`config.mk`:
```
export PLATFORM = sky130hd
export DESIGN_NAME = float_addsub_pipe
export DESIGN_NICKNAME = d
export VERILOG_FILES = /design/src/rtl/float_addsub_pipe.sv
export SDC_FILE = /design/constraint.sdc
export NUM_CORES = 1
export LEC_CHECK = 0
export ABC_AREA = 0
export BUFFER_PORTS_ARGS = -buffer_cell sky130_fd_sc_hd__buf_2
export CAP_MARGIN = 20
export CORE_MARGIN = 1.5
export CORE_UTILIZATION = 57
export DETAILED_ROUTE_END_ITERATION = 12
export PLACE_DENSITY = 0.77
export SLEW_MARGIN = 20
export SYNTH_ARGS = -nofsm -noshare
export SYNTH_HDL_FRONTEND = slang
export SYNTH_SLANG_ARGS = --single-unit
```
`constraint.sdc`:
```
create_clock -name clk -period 7.2 [get_ports clk]
set_input_delay 1.08 -clock clk [delete_from_list [all_inputs] [get_ports clk]]
set_output_delay 1.08 -clock clk [all_outputs]
set_load 0.05 [all_outputs]
```
`src/rtl/float_addsub_pipe.sv`:
```
// float_addsub_pipe: 3-stage IEEE-754 add/sub with RNE rounding, special cases, flags and valid/ready.
// Define FADD_SUBNORMAL_EN for gradual underflow; the default build flushes subnormals to zero.
module float_addsub_pipe #(
    parameter int EXP_W = 8,
    parameter int MAN_W = 23,
    localparam int W = 1 + EXP_W + MAN_W
) (
    input  logic         clk,
    input  logic         rst,
    input  logic         in_valid,
    output logic         in_ready,
    input  logic [W-1:0] a,
    input  logic [W-1:0] b,
    input  logic         sub,
    output logic         out_valid,
    input  logic         out_ready,
    output logic [W-1:0] result,
    output logic         nan_flag,
    output logic         overflow_flag,
    output logic         underflow_flag,
    output logic         inexact_flag
);

    localparam int F    = MAN_W + 4;
    localparam int S    = MAN_W + 5;
    localparam int E1   = EXP_W + 1;
    localparam int LZ_W = $clog2(MAN_W + 5);
    localparam int SA_W = $clog2(MAN_W + 4);
    localparam int CW   = ((EXP_W > LZ_W) ? EXP_W : LZ_W) + 1;
`ifdef FADD_SUBNORMAL_EN
    localparam bit SUBN = 1'b1;
`else
    localparam bit SUBN = 1'b0;
`endif

    function automatic logic [LZ_W-1:0] lzc(input logic [F-1:0] v);
        lzc = LZ_W'(F);
        for (int i = 0; i < F; i++)
            if (v[i]) lzc = LZ_W'(F - 1 - i);
    endfunction

    // Right shift into {hidden, fraction, g, r, s}; everything shifted past s is ORed into it.
    function automatic logic [F-1:0] align(input logic [MAN_W:0] sig, input logic [SA_W-1:0] sh);
        logic [2*F-1:0] ext;
        ext   = {sig, 3'b000, {F{1'b0}}} >> sh;
        align = ext[2*F-1:F] | {{(F-1){1'b0}}, |ext[F-1:0]};
    endfunction

    // Returns {rounded {exp, frac}, inexact}; a mantissa carry ripples into the exponent.
    function automatic logic [E1+MAN_W:0] rne(input logic [E1-1:0] e, input logic [F-1:0] n);
        logic inc;
        inc = n[2] & (n[1] | n[0] | n[3]);
        rne = {({e, n[F-2:3]} + (E1+MAN_W)'(inc)), (n[2] | n[1] | n[0])};
    endfunction

    logic w_stall;
    assign w_stall  = out_valid & ~out_ready;
    assign in_ready = ~w_stall;

    // ---- stage 1: unpack, classify, swap, align ----
    logic             w_sa, w_sb;
    logic [EXP_W-1:0] w_ea, w_eb, w_xa, w_xb, w_xbig, w_xsml, w_diff;
    logic [MAN_W-1:0] w_fa, w_fb;
    logic [MAN_W:0]   w_ma, w_mb, w_mbig, w_msml;
    logic             w_a_nan, w_b_nan, w_a_inf, w_b_inf, w_a_ge;
    logic [SA_W-1:0]  w_sh1;

    assign {w_sa, w_ea, w_fa} = a;
    assign w_sb    = b[W-1] ^ sub;
    assign w_eb    = b[W-2:MAN_W];
    assign w_fb    = b[MAN_W-1:0];
    assign w_a_nan = (&w_ea) & (|w_fa);
    assign w_b_nan = (&w_eb) & (|w_fb);
    assign w_a_inf = (&w_ea) & ~(|w_fa);
    assign w_b_inf = (&w_eb) & ~(|w_fb);
    assign w_xa    = (w_ea == '0) ? EXP_W'(SUBN) : w_ea;
    assign w_xb    = (w_eb == '0) ? EXP_W'(SUBN) : w_eb;
    assign w_ma    = (w_ea == '0) ? (SUBN ? {1'b0, w_fa} : '0) : {1'b1, w_fa};
    assign w_mb    = (w_eb == '0) ? (SUBN ? {1'b0, w_fb} : '0) : {1'b1, w_fb};
    assign w_a_ge  = {w_xa, w_ma} >= {w_xb, w_mb};
    assign w_xbig  = w_a_ge ? w_xa : w_xb;
    assign w_xsml  = w_a_ge ? w_xb : w_xa;
    assign w_mbig  = w_a_ge ? w_ma : w_mb;
    assign w_msml  = w_a_ge ? w_mb : w_ma;
    assign w_diff  = w_xbig - w_xsml;
    assign w_sh1   = (w_diff > EXP_W'(MAN_W + 3)) ? SA_W'(MAN_W + 3) : w_diff[SA_W-1:0];

    logic             r_vld_p1, r_s_p1, r_sub_p1, r_nan_p1, r_inf_p1, r_infs_p1, r_zs_p1;
    logic [EXP_W-1:0] r_e_p1;
    logic [MAN_W:0]   r_mbig_p1;
    logic [F-1:0]     r_msml_p1;

    // ---- stage 2: significand add/subtract ----
    logic [S-1:0] w_sum;
    assign w_sum = r_sub_p1 ? ({1'b0, r_mbig_p1, 3'b000} - {1'b0, r_msml_p1})
                            : ({1'b0, r_mbig_p1, 3'b000} + {1'b0, r_msml_p1});

    logic             r_vld_p2, r_s_p2, r_nan_p2, r_inf_p2, r_infs_p2, r_zs_p2;
    logic [EXP_W-1:0] r_e_p2;
    logic [S-1:0]     r_sum_p2;

    // ---- stage 3: normalise, round, special-case override ----
    logic [LZ_W-1:0]   w_lz;
    logic [CW-1:0]     w_lzc, w_ec, w_sh3;
    logic [E1-1:0]     w_en;
    logic [F-1:0]      w_n;
    logic [E1+MAN_W:0] w_rnd;
    logic              w_tiny, w_ovf;
    logic [W-1:0]      w_res;
    logic              w_nan, w_of, w_uf, w_ix;

    always_comb begin
        w_lz  = lzc(r_sum_p2[F-1:0]);
        w_lzc = CW'(w_lz);
        w_ec  = CW'(r_e_p2);
        w_sh3 = '0;
        w_en  = '0;
        w_n   = '0;
        if (r_sum_p2[S-1]) begin
            w_n  = {r_sum_p2[S-1:2], |r_sum_p2[1:0]};
            w_en = E1'(r_e_p2) + E1'(1);
        end else begin
            if (w_lzc < w_ec) begin
                w_sh3 = w_lzc;
                w_en  = E1'(w_ec - w_lzc);
            end else if (w_ec != '0) begin
                w_sh3 = w_ec - CW'(1);
            end
            w_n = r_sum_p2[F-1:0] << w_sh3;
        end
        w_rnd  = rne(w_en, w_n);
        w_tiny = ~w_n[F-1];
        w_ovf  = w_rnd[E1+MAN_W:MAN_W+1] >= E1'({EXP_W{1'b1}});

        w_res = {r_s_p2, w_rnd[EXP_W+MAN_W:1]};
        w_nan = 1'b0;
        w_of  = 1'b0;
        w_uf  = SUBN & w_tiny & w_rnd[0];
        w_ix  = w_rnd[0];
        if (r_nan_p2) begin
            w_res = {1'b0, {EXP_W{1'b1}}, 1'b1, {(MAN_W-1){1'b0}}};
            w_nan = 1'b1;
            w_uf  = 1'b0;
            w_ix  = 1'b0;
        end else if (r_inf_p2) begin
            w_res = {r_infs_p2, {EXP_W{1'b1}}, {MAN_W{1'b0}}};
            w_uf  = 1'b0;
            w_ix  = 1'b0;
        end else if (r_sum_p2 == '0) begin
            w_res = {r_zs_p2, {(W-1){1'b0}}};
            w_uf  = 1'b0;
            w_ix  = 1'b0;
        end else if (!SUBN && w_tiny) begin
            w_res = {r_s_p2, {(W-1){1'b0}}};
            w_uf  = 1'b1;
            w_ix  = 1'b1;
        end else if (w_ovf) begin
            w_res = {r_s_p2, {EXP_W{1'b1}}, {MAN_W{1'b0}}};
            w_of  = 1'b1;
            w_uf  = 1'b0;
            w_ix  = 1'b1;
        end
    end

    always_ff @(posedge clk) begin
        if (rst) begin
            r_vld_p1       <= 1'b0;
            r_vld_p2       <= 1'b0;
            out_valid      <= 1'b0;
            result         <= '0;
            nan_flag       <= 1'b0;
            overflow_flag  <= 1'b0;
            underflow_flag <= 1'b0;
            inexact_flag   <= 1'b0;
        end else if (!w_stall) begin
            r_vld_p1  <= in_valid;
            r_vld_p2  <= r_vld_p1;
            out_valid <= r_vld_p2;
            if (r_vld_p2) begin
                result         <= w_res;
                nan_flag       <= w_nan;
                overflow_flag  <= w_of;
                underflow_flag <= w_uf;
                inexact_flag   <= w_ix;
            end
        end
    end

    always_ff @(posedge clk) begin
        if (!w_stall) begin
            r_s_p1    <= w_a_ge ? w_sa : w_sb;
            r_sub_p1  <= w_sa ^ w_sb;
            r_nan_p1  <= w_a_nan | w_b_nan | (w_a_inf & w_b_inf & (w_sa ^ w_sb));
            r_inf_p1  <= w_a_inf | w_b_inf;
            r_infs_p1 <= w_a_inf ? w_sa : w_sb;
            r_zs_p1   <= w_sa & w_sb;
            r_e_p1    <= w_xbig;
            r_mbig_p1 <= w_mbig;
            r_msml_p1 <= align(w_msml, w_sh1);

            r_s_p2    <= r_s_p1;
            r_nan_p2  <= r_nan_p1;
            r_inf_p2  <= r_inf_p1;
            r_infs_p2 <= r_infs_p1;
            r_zs_p2   <= r_zs_p1;
            r_e_p2    <= r_e_p1;
            r_sum_p2  <= w_sum;
        end
    end

endmodule

```
==> impl_metrics.py <==
metrics = {
    "placed_design": {
        "placed_cells": 2330,
        "portBuffers": 106,
        "gp_congestion": 1.05,
        "dp_slack_ps": -150,
        "dp_hpwl_mm": 40.8,
        "postPlaceCellArea_mm2": 0.0161,
    },
    "global_route": {
        "grt_pass1_wl_mm": 80.8,
        "antenna_found_initial": 0,
        "grt_start_max_net_pins": 77,
        "grt-ovfl-total": 0,
        "grt_pass1_vias": 14800,
        "grt_util_all_layers_pct": 39.1,
    },
    "sta": {
        "clock_skew_ps": 16.6,
        "finalCritPeriodShare_pct": 97.4,
        "setup_tns_ps": 0,
        "finalHoldViolations": 0,
        "tightest_slew_ps": 946,
        "layout_setup_ws_ps": 187,
        "max_freq_mhz": 143,
        "rsz0062_at_grt": "false",
        "slew_violations": 0,
        "fin_crit_ps": 7010,
        "finalSetupViolCount": 0,
        "maxSlewHeadroom_pct": 36.5,
    },
    "pwr": {
        "p_int_mw": 2.77,
        "switching_share_pct": 48.7,
        "total_power_mw": 5.40,
        "power_density_mw_per_mm2": 322,
        "p_switching_mw": 2.63,
        "p_comb_share_pct": 59.5,
        "p_leak_nw": 6.88,
        "irDropWorstVdd_v": 0.000235,
        "pwr-share-seq_pct": 24.7,
        "clockPowerShare_pct": 15.9,
    },
    "finish": {
        "syn2layout_area_growth_pct": 13.5,
        "drive_gt1_share_pct": 16.0,
        "final_nets": 2184,
        "multiInputGateArea_mm2": 0.0101,
        "nFillCells": 2128,
        "fin_area_mm2": 0.0167,
        "instances_no_fill": 2364,
        "seqCellArea_mm2": 0.00396,
        "insertedDiodeCount": 0,
    },
    "logic_synthesis": {
        "synth_edf_count": 106,
        "syn_area_mm2": 0.0147,
        "yosys_most_used_dff": "edfxtp_1",
        "ys_seq_area_share_pct": 26.9,
        "syn_inst": 1902,
        "postSynthAreaPerCell_um2": 7.75,
        "synthArstFlopShare_pct": 0,
        "ys_seq_elements": 145,
        "synthesis.nets": 2065,
        "ys_warn_count": 0,
        "ys_types": 106,
    },
    "drt": {
        "drt_iter0_markers": 1978,
        "drc_errors": 0,
        "drtPass1Iterations": 6,
        "wire_per_inst_um": 22.3,
        "viasPerCell": 6.66,
        "wirelength_mm": 52.6,
        "vias": 15800,
        "ant_nets": 0,
    },
    "clock_tree": {
        "cts-root-buf": "clkbuf_16",
        "cts_sinks": 145,
        "clockBufferDepth": 2,
        "clock_latency_ps": 430,
        "cts_tree": "yes",
        "numCtsBuffers": 17,
        "cts.clk_slew.worst_paths_ps": 70,
        "htree_num_levels": 4,
    },
    "worst_setup_path": {
        "endpoint_kind": "register",
        "cp_data_required_time_ps": 7510,
        "cp_top_family": "compound AO/OA/AOI/OAI gates",
        "slowest_stage": "a211oi_1",
        "critPathLaunchType": "register",
        "critPathBufInv": 3,
        "cp_common_cell": "a21oi_1",
        "worstPathArrival_ps": 7320,
        "crit_fanout": 25,
        "max_stage_delay_ps": 530,
        "critical_path_class": "reg -> reg",
    },
    "floorplan": {
        "die_area_mm2": 0.0268,
        "ios": 107,
        "core-area_mm2": 0.0253,
        "die_w_um": 164,
        "initial_core_util_pct": 58.4,
        "die_y_um": 164,
        "rows": 58,
    },
    "run_status": {
        "status": "complete, no violations",
    },
    "worst_hold_path": {
        "hp-class": "reg -> reg",
    },
    "job": {
        "cap_viol_max_count": 0,
    },
}
==> cells in the mapped netlist, drive strengths merged, types with 19 or more instances <==
library cell	n	area, µm²
buf	39	206
o22ai	29	181
o21ai	189	965
dfxtp	39	781
o211ai	22	170
ha	92	1150
and2	58	363
nand2	242	908
xor2	19	166
a21o	26	203
nand4	28	190
nor2	151	588
a211oi	22	183
mux2i	37	370
xnor2	46	403
a31oi	19	119
edfxtp	106	3180
nor3	65	340
nand3	73	365
inv	81	304
a21oi	145	737
clkbuf	71	267
nand2b	22	138
nor4	31	194
==> layer usage <==
| metal | track usage (%) | share of wire (%) |
|---|---|---|
| met3 | 6.64 | 7.8 |
| met1 | 45.0 | 37 |
| met4 | 27.3 | 7.9 |
| met2 | 66.3 | 47 |
| met5 | 0 | 0 |
==> through the flow <==
| stage | hold slack (ps) | util (%) |
|---|---|---|
| floorplan | 400 | - |
| global placement | 401 | 63.7 |
| detailed placement | 409 | 63.7 |
| CTS | 422 | 65.9 |
| global route | 433 | 66.3 |
| finish | 420 | 66.3 |
==> what timing repair did <==
action,in CTS,in global routing
resized for setup,0,15
buffers inserted,0,1
endpoints found under the setup margin,0,30
hold buffers,0,0
==> power groups by stage <==
stage / Combinational [mW] / Sequential, mW / Clock (mW)
final: 3.21 / 1.33 / 0.856
after global routing: 3.41 / 1.34 / 0.896
after CTS: 3.06 / 1.31 / 0.861
after detailed placement: 3.04 / 1.32 / 0
after global placement: 3.02 / 1.32 / 0
after floorplan: 2.06 / 1.27 / 0
==> cells in the final DEF, fill, tap and decap left out, drive strengths merged, types with 8 or more instances in the layout <==
cell	netlist	routed
clkbuf	71	20
or3	10	10
o22ai	29	29
ha	92	92
or4	8	8
a31oi	19	19
a21oi	145	145
o211ai	22	22
o221a	9	9
o21a	11	11
edfxtp	106	106
xor2	19	19
a221oi	9	9
o21bai	14	14
buf	39	209
o31ai	14	14
nand2	242	242
o22a	8	8
or2	10	10
inv	81	85
nand4	28	28
nor3	65	65
mux2	10	10
a211oi	22	22
and2	58	58
nor2b	12	12
nor2	151	151
nand2b	22	22
o21ai	189	189
xnor2	46	46
nor4	31	31
dfxtp	39	39
nand3	73	73
a21o	26	26
mux2i	37	37
==> final timing paths <==
path                                    from    endpoint  depth (start not counted)  slack (ps)
worst max-delay path            r_sum_p2[13]  result[22]                         27         190
worst min-delay path               r_e_p1[0]   r_e_p2[0]                          0         420
worst min register to register     r_e_p1[0]   r_e_p2[0]                          0         420
worst max register to register  r_sum_p2[13]  result[22]                         27         190
==> state kept, by name, indices dropped and copies added (netlist names) <==
register and count:
result 32, r_sum_p2 28, r_msml_p1 27, r_mbig_p1 24
r_e_p1 8, r_e_p2 8, inexact_flag 1, nan_flag 1
out_valid 1, overflow_flag 1, r_inf_p1 1, r_inf_p2 1
r_infs_p1 1, r_infs_p2 1, r_nan_p1 1, r_nan_p2 1
r_s_p1 1, r_s_p2 1, r_sub_p1 1, r_vld_p1 1
r_vld_p2 1, r_zs_p1 1, r_zs_p2 1, underflow_flag 1
==> cells by family after synthesis <==
logic type,after synthesis,share of synthesized area [%]
xor gates and xnor gates,65,3.86
and+or+nand+nor,746,25.1
AOI/OAI and AO/OA,610,27.1
buffers and inverters,192,5.29
DFF,145,26.9
adders and majority gates,94,8.08
muxes,50,3.73
==> area by class of cell <==
cell class | instances | area share [%]
inverters | 82 | 1.84
repair buffers | 209 | 8.24
well taps | 330 | 2.47
clock buffers | 20 | 2.67
flip-flops and latches | 145 | 23.7
multi-input cells | 1566 | 60.4
clock inverters | 12 | 0.733
Power figures use the tool's default switching activity.
